<file path="config.mk">
export PLATFORM = sky130hd
export DESIGN_NAME = acondicionador_pulsadores
export DESIGN_NICKNAME = d
export VERILOG_FILES = /design/src/rtl/acondicionador_pulsadores.sv
export SDC_FILE = /design/constraint.sdc
export NUM_CORES = 1
export LEC_CHECK = 0
export CORE_AREA = 10 10 127 215
export CTS_CLUSTER_SIZE = 8
export DETAILED_ROUTE_END_ITERATION = 7
export DIE_AREA = 0 0 137 225
export PLACE_DENSITY_LB_ADDON = 0.08
export SLEW_MARGIN = 20
export SYNTH_ARGS = -nofsm -noshare
export SYNTH_HDL_FRONTEND = slang
export SYNTH_SLANG_ARGS = --single-unit
</file>
<file path="constraint.sdc">
create_clock -name clk -period 2.8 [get_ports clk]
set_input_delay 0.28 -clock clk [delete_from_list [all_inputs] [get_ports clk]]
set_output_delay 0.28 -clock clk [all_outputs]
set_load 0.005 [all_outputs]
</file>
<file path="src/rtl/acondicionador_pulsadores.sv">
`default_nettype none
// ============================================================================
// Module   : acondicionador_pulsadores
// Purpose  : Conditions raw board push-buttons for the mode controller.
//            Each channel is synchronised (2 FF), polarity-normalised,
//            debounced, and turned into a held level, a press pulse with
//            optional auto-repeat, and a release pulse.
// Ports    : clk      - board clock, single clock domain
//            reset    - asynchronous reset, active low
//            botones  - raw button pins, asynchronous to clk
//            nivel    - debounced pressed state (1 = pressed)
//            pulso    - one-cycle pulse on accepted press and on auto-repeat
//            soltar   - one-cycle pulse on accepted release
// Revision : 1.0 - initial release
// ============================================================================
module acondicionador_pulsadores #(
  parameter int                   N_BOTONES       = 4,
  parameter bit                   ACTIVO_BAJO     = 1'b1,
  parameter int                   DEBOUNCE_CICLOS = 1000000,
  parameter int                   REPETIR_RETARDO = 25000000,
  parameter int                   REPETIR_PERIODO = 10000000,
  parameter logic [N_BOTONES-1:0] REPETIR_MASK    = N_BOTONES'(4'b0011)
) (
  input  logic                 clk,
  input  logic                 reset,
  input  logic [N_BOTONES-1:0] botones,
  output logic [N_BOTONES-1:0] nivel,
  output logic [N_BOTONES-1:0] pulso,
  output logic [N_BOTONES-1:0] soltar
);

  // Debounce counter runs 0 .. DEBOUNCE_CICLOS-1.
  localparam int C_CNT_W = $clog2(DEBOUNCE_CICLOS);
  localparam logic [C_CNT_W-1:0] C_CNT_FIN = C_CNT_W'(DEBOUNCE_CICLOS - 1);

  localparam int C_REP_MAX = (REPETIR_RETARDO > REPETIR_PERIODO) ?
                             REPETIR_RETARDO : REPETIR_PERIODO;
  localparam int C_REP_W   = $clog2(C_REP_MAX + 1);
  localparam logic [C_REP_W-1:0] C_REP_RET = C_REP_W'(REPETIR_RETARDO);
  localparam logic [C_REP_W-1:0] C_REP_PER = C_REP_W'(REPETIR_PERIODO);

  // Synchroniser flops come out of reset at the released pin level so a
  // button that is not pressed never looks like an edge after reset.
  localparam logic [1:0] C_SYNC_REPOSO = ACTIVO_BAJO ? 2'b11 : 2'b00;

  for (genvar gi = 0; gi < N_BOTONES; gi++) begin : g_canal
    logic [1:0]         sync_q;
    logic               w_s;
    logic [C_CNT_W-1:0] cnt_q, cnt_d;
    logic               nivel_q, nivel_d;
    logic               pulso_q, pulso_d;
    logic               soltar_q, soltar_d;
    logic               w_disparo;

    // Pressed = 1 regardless of board polarity.
    assign w_s = ACTIVO_BAJO ? ~sync_q[1] : sync_q[1];

    always_comb begin
      cnt_d   = cnt_q;
      nivel_d = nivel_q;
      if (w_s == nivel_q) begin
        cnt_d = '0;
      end else if (cnt_q == C_CNT_FIN) begin
        nivel_d = w_s;
        cnt_d   = '0;
      end else begin
        cnt_d = cnt_q + 1'b1;
      end
    end

    // Pulses are derived from the next level so they line up with the first
    // cycle in which nivel shows the new value. A repeat can only fire while
    // the level stays high across the edge, so it never meets soltar.
    always_comb begin
      pulso_d  = (nivel_d & ~nivel_q) | w_disparo;
      soltar_d = ~nivel_d & nivel_q;
    end

    always_ff @(posedge clk or negedge reset) begin
      if (!reset) begin
        sync_q   <= C_SYNC_REPOSO;
        cnt_q    <= '0;
        nivel_q  <= 1'b0;
        pulso_q  <= 1'b0;
        soltar_q <= 1'b0;
      end else begin
        sync_q   <= {sync_q[0], botones[gi]};
        cnt_q    <= cnt_d;
        nivel_q  <= nivel_d;
        pulso_q  <= pulso_d;
        soltar_q <= soltar_d;
      end
    end

    if (REPETIR_MASK[gi]) begin : g_rep
      logic [C_REP_W-1:0] rep_q, rep_d, w_rep_inc;
      logic               fase_q, fase_d;

      // rep_q counts cycles since the last pulse (press or repeat). The
      // pulse is registered, so it fires on the edge where the incremented
      // count reaches the target; the count then restarts from zero, which
      // keeps it bounded by the larger of the two intervals.
      always_comb begin
        rep_d     = rep_q;
        fase_d    = fase_q;
        w_disparo = 1'b0;
        w_rep_inc = rep_q + 1'b1;
        if (!(nivel_q && nivel_d)) begin
          rep_d  = '0;
          fase_d = 1'b0;
        end else if (w_rep_inc == (fase_q ? C_REP_PER : C_REP_RET)) begin
          w_disparo = 1'b1;
          rep_d     = '0;
          fase_d    = 1'b1;
        end else begin
          rep_d = w_rep_inc;
        end
      end

      always_ff @(posedge clk or negedge reset) begin
        if (!reset) begin
          rep_q  <= '0;
          fase_q <= 1'b0;
        end else begin
          rep_q  <= rep_d;
          fase_q <= fase_d;
        end
      end
    end else begin : g_sin_rep
      assign w_disparo = 1'b0;
    end

    assign nivel[gi]  = nivel_q;
    assign pulso[gi]  = pulso_q;
    assign soltar[gi] = soltar_q;
  end

endmodule
`default_nettype wire

</file>
Word level (Yosys, flattened, before mapping):

Cells that the tools add are included.

* output and inout bits: 12
* word-level logic and storage cells: 96
* flip-flop bits (word level): 152
* input bits: 6

* eq/ne operators: 12
* multiplexer cells: 30
* $add $sub $neg: 6
* bitwise logic cells: 22
* reductions and logical operators: 2

Operators with widths (count)
* 20-bit two-way mux: 8
* 25-bit two-way mux: 6
* 20-bit by 1-bit adder with 20-bit output (second input constant): 4
* 20-bit == test (second input constant): 4
* 25-bit by 1-bit adder with 25-bit output (second input constant): 2
* 25-bit == test: 2
* 1-bit two-way mux: 16
* 1-bit NOT: 12
* 1-bit bitwise AND: 8
* 1-bit == test: 4
* 2-bit by 1-bit inequality test with 1-bit output (second input constant): 2
* 1-bit logical AND: 2
* 1-bit OR: 2

Depth between registers and ports, before layout:

* depth after elaboration: 6
* depth in mapped cells: 11
* gate-level depth less buffers: 8

Worst setup path after synthesis:

Ideal clock, no wire load.

* kind: register to register
* from: reg g_canal[1].g_rep.rep_q[0]
* to: reg g_canal[1].g_rep.rep_q[10]
* data required time: 2658 ps
* library setup time: 142 ps
* buffers on the path: 2
* arrival time: 2424 ps
* path slack: 234 ps
* cell stages (with the launch flop): 11
* path through: dfrtp_1 -> ha_1 -> nand2_1 -> nor4_1 -> nand4_1 -> xnor2_1 -> o41ai_1 -> o211a_1 -> buf_6 -> buf_6 -> nor3_2

* longest elaborated chain between the ends: 4

RTL lines
* from (decl): line 96 `logic [C_REP_W-1:0] rep_q, rep_d, w_rep_inc;`
* from (signal assigned): line 125 `rep_q <= rep_d;`
* 25-bit by 1-bit adder with 25-bit output (*): line 107 `w_rep_inc = rep_q + 1'b1;`
* 25-bit == test: line 111 `end else if (w_rep_inc == (fase_q ? C_REP_PER : C_REP_RET)) begin`
* 25-bit two-way mux (*): line 111
* 25-bit two-way mux (*): line 108 `if (!(nivel_q && nivel_d)) begin`
* via g_canal[1].g_rep.rep_d[10]: line 96

Mark *: on every way through the listed nets, which the timed path passes. The rest lies on a longest branch.
A chain may end at the register's enable or synchronous reset.

Worst setup path in the final report:

* from: reg g_canal[1].g_rep.rep_q[4]
* to: reg g_canal[1].g_rep.rep_q[24]

The elaborated chain is that of the path after synthesis.

==> impl_metrics.tcl <==
set metrics [dict create \
    status "finished clean" \
    mappedNetlistNets 863 \
    synth_cell_type_count 60 \
    yosys-top-cells-area "dfrtp_1 44%, xor2_1 7.1%, nor2_1 5.9%" \
    drt_iter0_drc 340 \
    wire_per_inst_microns 16.1 \
    viasPerCell 5.13 \
    postCtsSetupRepairBufs 0 \
    worstHoldPathType "in2reg" \
    io_buffers 17 \
    finalSetupViolations 0 \
    grt_max_degree 56 \
    synthArstFlopShare 1.00 \
    ys.flop_type "dfrtp_1" \
    grtUsageTotal 0.134 \
    finalWorstSetupSlack_ns 0.120 \
    ios 18 \
    final_antenna_net_count 0 \
    coreArea_sq_um 23800 \
    tns_ns 0 \
    syn2layout_area_growth_pct 16.9 \
    syn_area_sq_um 8100 \
    drive_above_1_share 0.139 \
    die_h_microns 225 \
    period_minus_slack_ns 2.68 \
    htreeDepth 4 \
    regToRegStartpoint "g_canal[1].g_rep.rep_q[4]" \
    gp_congestion 0.855 \
    holdPathStages 1 \
    yosys.area_share.simple 0.284 \
    clock_latency_ns 0.44 \
    post_synth_inst_count 851 \
    synthAdderAreaFrac 0.00927 \
    ys.warnings.count 0 \
    end_kind "register" \
    antennaDiodeCount 0 \
    synth_top_family_by_area "simple AND/OR/NAND/NOR gates" \
    fin_skew_ns 0.00913 \
    post-dp-hpwl_mm 14.1 \
    max_freq_ghz 0.373 \
    cts_tree "built" \
    worstSetupPathType "reg2reg" \
    synth.most_common_cell "dfrtp_1" \
    period_share 0.957 \
    grt_pass1_wl_mm 32.9 \
    synth_compound_area_frac 0.0658 \
    multi_input_area_sq_um 3990 \
    r2r_end "g_canal[1].g_rep.rep_q[24]" \
    clk_pin_slew_ns 0.06 \
    rsz0062_at_grt "no" \
    cts_buffers 17 \
    maxCapViolCount 0 \
    drc_errors 0 \
    p_leak_nw 3.77 \
    max_slew_margin 0.509 \
    ys_ff_latch 152 \
    post-place-ws_ns 0.0482 \
    synthMuxAreaShare 0.00247 \
    power.density_nw_per_um2 511 \
    first_global_vias 6558 \
    r2r.worst_path.cells 8 \
    cts.sinks 152 \
    synth_xor_area_frac 0.126 \
    regToRegSetupSlack_ns 0.12 \
    antenna_found_initial 0 \
    fillers 2432 \
    nets 900 \
    cp_max_fo 10 \
    synthDominantCellAreaShare 0.445 \
    ys_seq_area_frac 0.471 \
    regArea_sq_um 3820 \
    die_area_sq_um 30800 \
    finalHoldViolations 0 \
    tightest_slew_ns 0.736 \
    initial_core_util 0.340 \
    worstPathRequired_ns 3.14 \
    arrival_ns 3.02 \
    root_buffer "clkbuf_16" \
    synth.avg_cell_area_sq_um 9.52 \
    slew_violations 0 \
    wirelength_mm 19.5 \
    holdPathEnd "g_canal[1].sync_q[0]" \
    hp-start "botones[1]" \
    vdd_drop_max_mv 0.392 \
    firstDrtPassIters 4 \
    rows 75 \
    via_count 6203 \
    synth_edf_count 0 \
    start_kind "register" \
    cts_buffer_depth 2 \
    synth_common_cells "144 x dfrtp_1, 127 x nor2_1, 66 x xor2_1" \
    die_x_microns 137 \
    grt_overflow 0 \
    yosys.area.top_type "dfrtp_1" \
]
cell type report:
type                    instances  share of cell area
flip-flops and latches        152               0.403
clock buffers                  21              0.0497
inverters                      15             0.00595
multi-input cells             636               0.422
repair buffers                 66              0.0612
clock inverters                11              0.0177
well taps                     308              0.0407
how the worst max path moves through the flow:
stage / to / cells past startpoint / start / slack [ns]
2_1_floorplan: g_canal[1].g_rep.rep_q[10] / 10 / g_canal[1].g_rep.rep_q[0] / 0.23
3_3_place_gp: g_canal[1].g_rep.rep_q[0] / 10 / g_canal[1].g_rep.rep_q[0] / 0.11
3_5_place_dp: g_canal[1].g_rep.rep_q[17] / 9 / g_canal[1].g_rep.rep_q[0] / 0.05
4_1_cts: g_canal[1].g_rep.rep_q[24] / 9 / g_canal[1].g_rep.rep_q[0] / 0.02
5_1_grt: g_canal[0].g_rep.rep_q[15] / 10 / g_canal[0].g_rep.rep_q[0] / 0.0008
6_report: g_canal[1].g_rep.rep_q[24] / 8 / g_canal[1].g_rep.rep_q[4] / 0.12
cells by family (layout without fill, tap and decap cells):
logic type               Yosys count  after routing
flip-flops                       152            152
AND/OR/NAND/NOR                  435            435
adder cells (fa/ha/maj)            6              6
AO/OA/AOI/OAI                     76             76
multiplexers                       2              2
XOR/XNOR                         117            117
buffers and inverters             63            113
worst max-delay path, cell delays in order (launching register included):
cell     delay, ns
dfrtp_1       0.42
nand3_2       0.10
or3_1         0.50
or4_4         0.54
and2_4        0.18
and4_4        0.18
o211a_1       0.28
buf_4         0.18
nor3b_1       0.21
flip-flops by register name (all words and copies together) (netlist names):
signal	cells
g_canal.pulso_q	4
g_canal.g_rep.rep_q	50
g_canal.soltar_q	4
g_canal.nivel_q	4
g_canal.cnt_q	80
g_canal.g_rep.fase_q	2
g_canal.sync_q	8
routing by layer:
layer | global-route usage | share of wire | vias to the layer above | wire length, microns
met5 | 0 | 0 | - | 0
met4 | 0.0625 | 0.027 | 0 | 527
met3 | 0.0317 | 0.026 | 29 | 515
met2 | 0.240 | 0.55 | 70 | 10700
met1 | 0.142 | 0.40 | 3051 | 7750
li1 | - | - | 3053 | -
through the flow:
step                      power [mW]  instances  instance area, sq um   util  hold slack (ns)
after global routing            5.04       1209                  9470  0.397            0.231
after CTS                       4.94       1209                  9430  0.396            0.217
final                           4.84       1209                  9470  0.397            0.244
after floorplan                 2.31        851                  8100      -          -0.0156
after detailed placement        2.39       1176                  8780  0.368            0.290
after global placement          2.38       1176                  8780  0.368            0.280
placed cells by master (no fill, tap or decap), types with 4 or more instances in the layout:
| master | n |
|---|---|
| or3_1 | 7 |
| nand3b_1 | 4 |
| bufinv_16 | 4 |
| and2_1 | 8 |
| nor2_1 | 125 |
| nand4_1 | 36 |
| inv_1 | 15 |
| dfrtp_1 | 142 |
| clkbuf_16 | 17 |
| ha_1 | 5 |
| xnor2_1 | 51 |
| a31oi_1 | 4 |
| o211ai_1 | 4 |
| nor3_2 | 16 |
| nor3b_1 | 5 |
| nor4b_1 | 6 |
| dfstp_2 | 8 |
| xor2_1 | 66 |
| and4_1 | 8 |
| nor3_1 | 23 |
| o21ai_0 | 7 |
| nand3_1 | 60 |
| nand2b_1 | 4 |
| buf_4 | 45 |
| a21oi_1 | 15 |
| o21a_1 | 4 |
| and3_1 | 30 |
| or4_1 | 5 |
| o31a_1 | 4 |
| clkdlybuf4s50_1 | 16 |
| a211oi_1 | 14 |
| nand2_1 | 58 |
| nor4_1 | 18 |
timing repair:
item | 4_1_cts | 5_1_grt
hold endpoints to repair | 47 | 0
resized for setup | 0 | 10
endpoints found under the setup margin | 0 | 46
hold buffers | 1 | 0
power breakdown:
part	switching [mW]	internal, mW
registers	0.0182	2.22
logic	0.0760	0.0290
clock network	0.936	1.56
total	1.03	3.81
(Power assumes the default switching activity.)
==> RTL edit 1, RTL diff (same settings) <==
`ACTIVO_BAJO`: 1'b1 -> 1'b0.
--- a/src/rtl/acondicionador_pulsadores.sv
+++ b/src/rtl/acondicionador_pulsadores.sv
@@ -17,3 +17,3 @@
   parameter int                   N_BOTONES       = 4,
-  parameter bit                   ACTIVO_BAJO     = 1'b1,
+  parameter bit                   ACTIVO_BAJO     = 1'b0,
   parameter int                   DEBOUNCE_CICLOS = 1000000,
Behaviour: same outputs for any inputs over 10 cycles, from zero or initial values and one cycle with reset low; that may be too few to reach the edited logic, so the function may still have changed.
==> RTL edit 1 against the original RTL <==
- the run now ends with negative setup slack left
- clock power down 5%
- count of clock-buffer cells in the layout down 3
- die area unchanged
- routed wire length up 0.59%
- synthesized area down 1.1%
- sequential cell count unchanged
- non-clock buffer count up 37
- setup slack worse by 220 ps
- maximum frequency down 7.6%
- design area up 2.6%
- synthesized cell count down 0.35%
- power down 2.6%
- critical endpoint is now g_canal[0].g_rep.rep_q[22]
- largest cell class unchanged
==> RTL edit 1: results (changes against the original RTL) <==
| Metric | Value |
|---|---|
| Status | finished, violations left |
| Failing checks | negative setup slack |
| Pre-CTS setup slack | -97.1 ps (-145 ps) |
| Hold endpoint | g_canal[1].sync_q[0] |
| Worst Reg2Reg Path Length in Cells | 11 (+3) |
| Crit-path max cell delay | 560 ps (+20 ps) |
| GRT Overall Usage | 13.2% (-0.14 points) |
| Final net count | 931 (+3.4%) |
| Inst Count DP | 1196 (+1.7%) |
| Resized Gates After CTS | 10 (+10) |
| Max clock buf depth | 2 (unchanged) |
| Top cells by area, synth | dfrtp_1 (47%), xnor2_1 (6.8%), xor2_1 (6.3%) |
| Post-Syn Instances | 848 (-0.35%) |
| Worst vdd ir | 0.399 mV (+2.0%) |
| Post-CTS setup buffer count | 3 (+3) |
| Critical Path Sink | g_canal[0].g_rep.rep_q[22] |
| Layout Skew | 6.68 ps (-2.46 ps) |
| Slew headroom | 50.5% (-0.40 points) |
| Met2 wire len | 11300 microns (+6.2%) |
| First-pass GRT wire length | 32800 microns (-0.17%) |
| Iteration-0 DRC Markers | 270 (-21%) |
| Fillers | 2369 (-2.6%) |
| Gpl congestion | 0.876 (+2.3%) |
| Post-DP HPWL | 13900 microns (-1.5%) |
| WL met3 | 461 microns (-10%) |
| Fin Hold WS | 278 ps (+34.3 ps) |
| Routed WL | 19600 microns (+0.59%) |
| Largest net degree at the start of global routing | 63 (+13%) |
| Vias in the first global route | 6703 (+2.2%) |
| Critical path arrival | 3210 ps (+190 ps) |
| CP max FO | 9 (-1) |
| Syn Nets | 860 (-0.35%) |
| Finish-stage setup viols | 20 (+20) |
| Slowest cell on the critical path | or4_4 |
| Crit. Startpoint | g_canal[0].g_rep.rep_q[0] |
| Vias per inst | 5.13 (about the same) |
| DRT met1 WL | 7260 microns (-6.4%) |
| Final WS setup | -101 ps (-221 ps) |
| Worst skew pair latency | 430 ps |
| Worst R2R Start | g_canal[0].g_rep.rep_q[0] |
| Post-placement cell area | 8880 sq um (+1.1%) |
## RTL edit 1: per-layer routing
layer | vias up | global-route usage [%]
li1 | 3087 | -
met1 | 3155 | 13.1
met2 | 88 | 25.4
met3 | 34 | 2.43
met4 | 0 | 5.87
met5 | - | 0
## RTL edit 1: layout make-up
cell class	instances	area (sq um)	area share (%)
clock buffers	18	439	4.52
inverters	22	82.6	0.850
well taps	308	385	3.97
flip-flops and latches	152	3810	39.2
clock inverters	14	163	1.67
multi-input cells	623	3990	41.0
repair buffers	103	851	8.76
## RTL edit 1: report_power, final
group / total (uW) / internal [uW] / leakage [uW] / switching [uW]
clock: 2380 / 1360 / 0.000293 / 1020
sequential: 2230 / 2220 / 0.00209 / 18.2
combinational: 104 / 29.2 / 0.00148 / 75.1
total: 4710 / 3600 / 0.00387 / 1110
## RTL edit 1: cell families (layout without fill, tap and decap cells)
kind of cell | Yosys count | after routing | synth area share (%)
AO/OA/AOI/OAI | 57 | 57 | 5.34
XOR/XNOR | 120 | 120 | 13.1
adder cells (fa/ha/maj) | 6 | 6 | 0.937
buffers and inverters | 73 | 157 | 4.41
flip-flops | 152 | 152 | 47.5
multiplexers | 4 | 4 | 0.562
AND/OR/NAND/NOR | 436 | 436 | 28.1
## RTL edit 1: metrics by stage
step	TNS, ps	total power [uW]
global route	-4240	4910
global placement	-312	2380
CTS	-1410	4800
finish	-1700	4710
floorplan	-9.12	2310
detailed placement	-1530	2380
## RTL edit 1: worst max-delay path: cells and delay by family, from the launching register on
kind / cells / cell delay (ps)
buffers and inverters: 4 / 540
and+or+nand+nor: 3 / 1010
AOI/OAI and AO/OA: 3 / 630
adders and majority gates: 1 / 210
DFF: 1 / 380
==> RTL edit 2, RTL diff (same settings) <==
Without the edit above. Compare `cnt_q` against `C_CNT_FIN` with >= in place of ==.
--- a/src/rtl/acondicionador_pulsadores.sv
+++ b/src/rtl/acondicionador_pulsadores.sv
@@ -62,3 +62,3 @@
         cnt_d = '0;
-      end else if (cnt_q == C_CNT_FIN) begin
+      end else if (cnt_q >= C_CNT_FIN) begin
         nivel_d = w_s;
Function: no difference found for any inputs over 10 cycles, from zero or initial values and one cycle with reset low; that may be too few to reach the edited logic, so the function may still have changed.
==> RTL edit 2 against the original RTL <==
- global-route usage is 0.55 points lower
- synthesized area shrank 2.1%
- clock skew is 1.1 ps lower
- setup slack lost 28 ps
- final cell count barely moved
- power fell by 6.2%
- die area is the same
- sequential cell count is the same
- routed wire length is 5.1% lower
- critical endpoint is now g_canal[1].g_rep.rep_q[18]
- design area up 0.36%
- sequential share of layout area down 0.17 points
- count of clock-buffer cells in the layout is the same
==> RTL edit 2: results (changes against the original RTL) <==
| Metric | Value |
|---|---|
| Syn avg cell area | 9.62 sq um (+1.1%) |
| Most used flip-flop cell after synthesis | dfrtp_1 |
| Num CTS Buffers | 17 (unchanged) |
| Via Count | 6185 (-0.29%) |
| Commonest cells in the netlist | dfrtp_1 (144), nor2_1 (118), nand2_1 (68) |
| Met2 usage | 23.4% (-0.62 points) |
| Fillers | 2405 (-1.1%) |
| DR pass1 iterations | 4 (unchanged) |
| Worst skew pair latency | 440 ps (about the same) |
| Worst vdd ir | 0.324 mV (-17%) |
| Worst Reg2Reg Path Length in Cells | 9 (+1) |
| Post-DP HPWL | 13300 microns (-5.7%) |
| Max clock buf depth | 2 (unchanged) |
| GRT Overall Usage | 12.8% (-0.55 points) |
| CP max FO | 8 (-2) |
| Slowest cell on the critical path | or4_4 |
| Yosys warning count | 0 (unchanged) |
| Final net count | 899 (-0.11%) |
| Register area share after synthesis | 48.1% (+1.0 points) |
| Largest net degree at the start of global routing | 71 (+27%) |
| Gpl congestion | 0.863 (+0.91%) |
| Vias in the first global route | 6460 (-1.5%) |
| Met1 Resource Use GR | 13.5% (-0.62 points) |
| P_leak | 0.00385 uW (+2.1%) |
| I/O Buffers | 17 (unchanged) |
| Min-delay worst type | input pin to flop |
| Iteration-0 DRC Markers | 249 (-27%) |
| Layout Skew | 8.07 ps (-1.06 ps) |
| Crit-path max cell delay | 560 ps (+20 ps) |
| Post-placement cell area | 8810 sq um (+0.36%) |
| M3 GR Usage | 3.04% (-0.13 points) |
| First-pass GRT wire length | 31700 microns (-3.4%) |
| Worst-Margin Slew | 697 ps (-39.2 ps) |
| Syn Nets | 836 (-3.1%) |
| CTS root buf | clkbuf_16 |
| Hold Path Depth | 1 (unchanged) |
| Vias per inst | 5.12 (-0.21%) |
| Biggest registers after layout | g_canal.cnt_q (80), g_canal.g_rep.rep_q (50), g_canal.sync_q (8) |
| Critical path arrival | 3050 ps (+30 ps) |
| FFs w/ async S/R, synth | 100% (unchanged) |
| Status | finished clean |
| Clk slew on worst S/H paths | 60 ps (about the same) |
| Ant. Diodes | 0 (unchanged) |
| Synth cell types | 64 (+6.7%) |
| Antenna violations before repair | 0 (unchanged) |
| Top cells by area, synth | dfrtp_1 (45%), xor2_1 (6.0%), xnor2_1 (5.7%) |
| WL/cell | 15.3 microns (-5.1%) |
| Inst Count DP | 1171 (-0.43%) |
| Share of cells above drive strength 1 | 17.3% (+3.5 points) |
| CTS HTree Levels | 4 (unchanged) |
| Top delay family on crit path | simple AND/OR/NAND/NOR gates |
[RTL edit 2: cell count changes after synthesis, sizes merged, moves of 5 or more]
| cell | before | now |
|---|---|---|
| xor2 | 66 | 54 |
| nand3 | 63 | 51 |
| a21oi | 15 | 20 |
| o31ai | 3 | 8 |
| o21ai | 8 | 13 |
| nor3 | 39 | 32 |
| nor2 | 127 | 118 |
| nand4 | 36 | 27 |
| nand2 | 58 | 68 |
| nor4b | 7 | 0 |
[RTL edit 2: cell families (layout without fill, tap and decap cells)]
kind of cell | count (synthesis) | in the layout | share of synthesized area, %
flops | 152 | 152 | 48.1
buf+inv | 62 | 138 | 4.13
fa+ha+maj | 6 | 6 | 0.947
mux | 4 | 4 | 0.505
xor+xnor | 106 | 106 | 11.7
compound gates | 98 | 98 | 8.82
simple gates | 396 | 396 | 25.8
[RTL edit 2: per-layer routing]
metal	share of wire [%]	routed length (microns)	vias to the layer above
met2	56	10400	81
met5	0	0	-
li1	-	-	3012
met1	39	7130	3061
met4	2.4	448	0
met3	2.9	527	31
[RTL edit 2: layout make-up]
type	instances	area, sq um	area share, %
Clock buffer	21	460	4.85
Clock inverter	11	98.8	1.04
Inverter	17	63.8	0.671
Multi-Input combinational cell	610	3900	41.1
Sequential cell	152	3810	40.1
Tap cell	308	385	4.06
Timing Repair Buffer	89	777	8.18
[RTL edit 2: path summary, 6_finish.rpt]
check | from | endpoint | slack, ps
max in group asynchronous | reset | g_canal[1].sync_q[1] | 1520
worst max register to register | g_canal[1].g_rep.rep_q[9] | g_canal[1].g_rep.rep_q[18] | 90
worst min-delay path | botones[0] | g_canal[0].sync_q[0] | 240
worst max-delay path | g_canal[1].g_rep.rep_q[9] | g_canal[1].g_rep.rep_q[18] | 90
min in group asynchronous | reset | g_canal[0].g_rep.rep_q[11] | 420
worst min register to register | g_canal[0].sync_q[0] | g_canal[0].sync_q[1] | 360
[RTL edit 2: power by group]
part           internal (uW)  total, uW  leakage [uW]  switching, uW
Clock                   1270       2200      0.000269            930
Combinational           31.6        108       0.00149           75.9
Sequential              2220       2240       0.00209           18.1
Total                   3520       4540       0.00385           1020
[RTL edit 2: what timing repair did]
item / in CTS / in global routing
gates cloned: 0 / 0
setup buffers: 0 / 4
hold buffers: 1 / 0
pin swaps: 0 / 7
setup endpoints to repair: 26 / 47
resized for setup: 4 / 18
endpoints found under the hold margin: 63 / 0
[RTL edit 2: per-stage QoR]
stage,setup TNS [ps],setup slack [ps]
6_report,0,92.1
5_1_grt,0,1.95
4_1_cts,0,23.5
3_5_place_dp,-3150,-144
3_3_place_gp,-2830,-129
2_1_floorplan,0,1.83
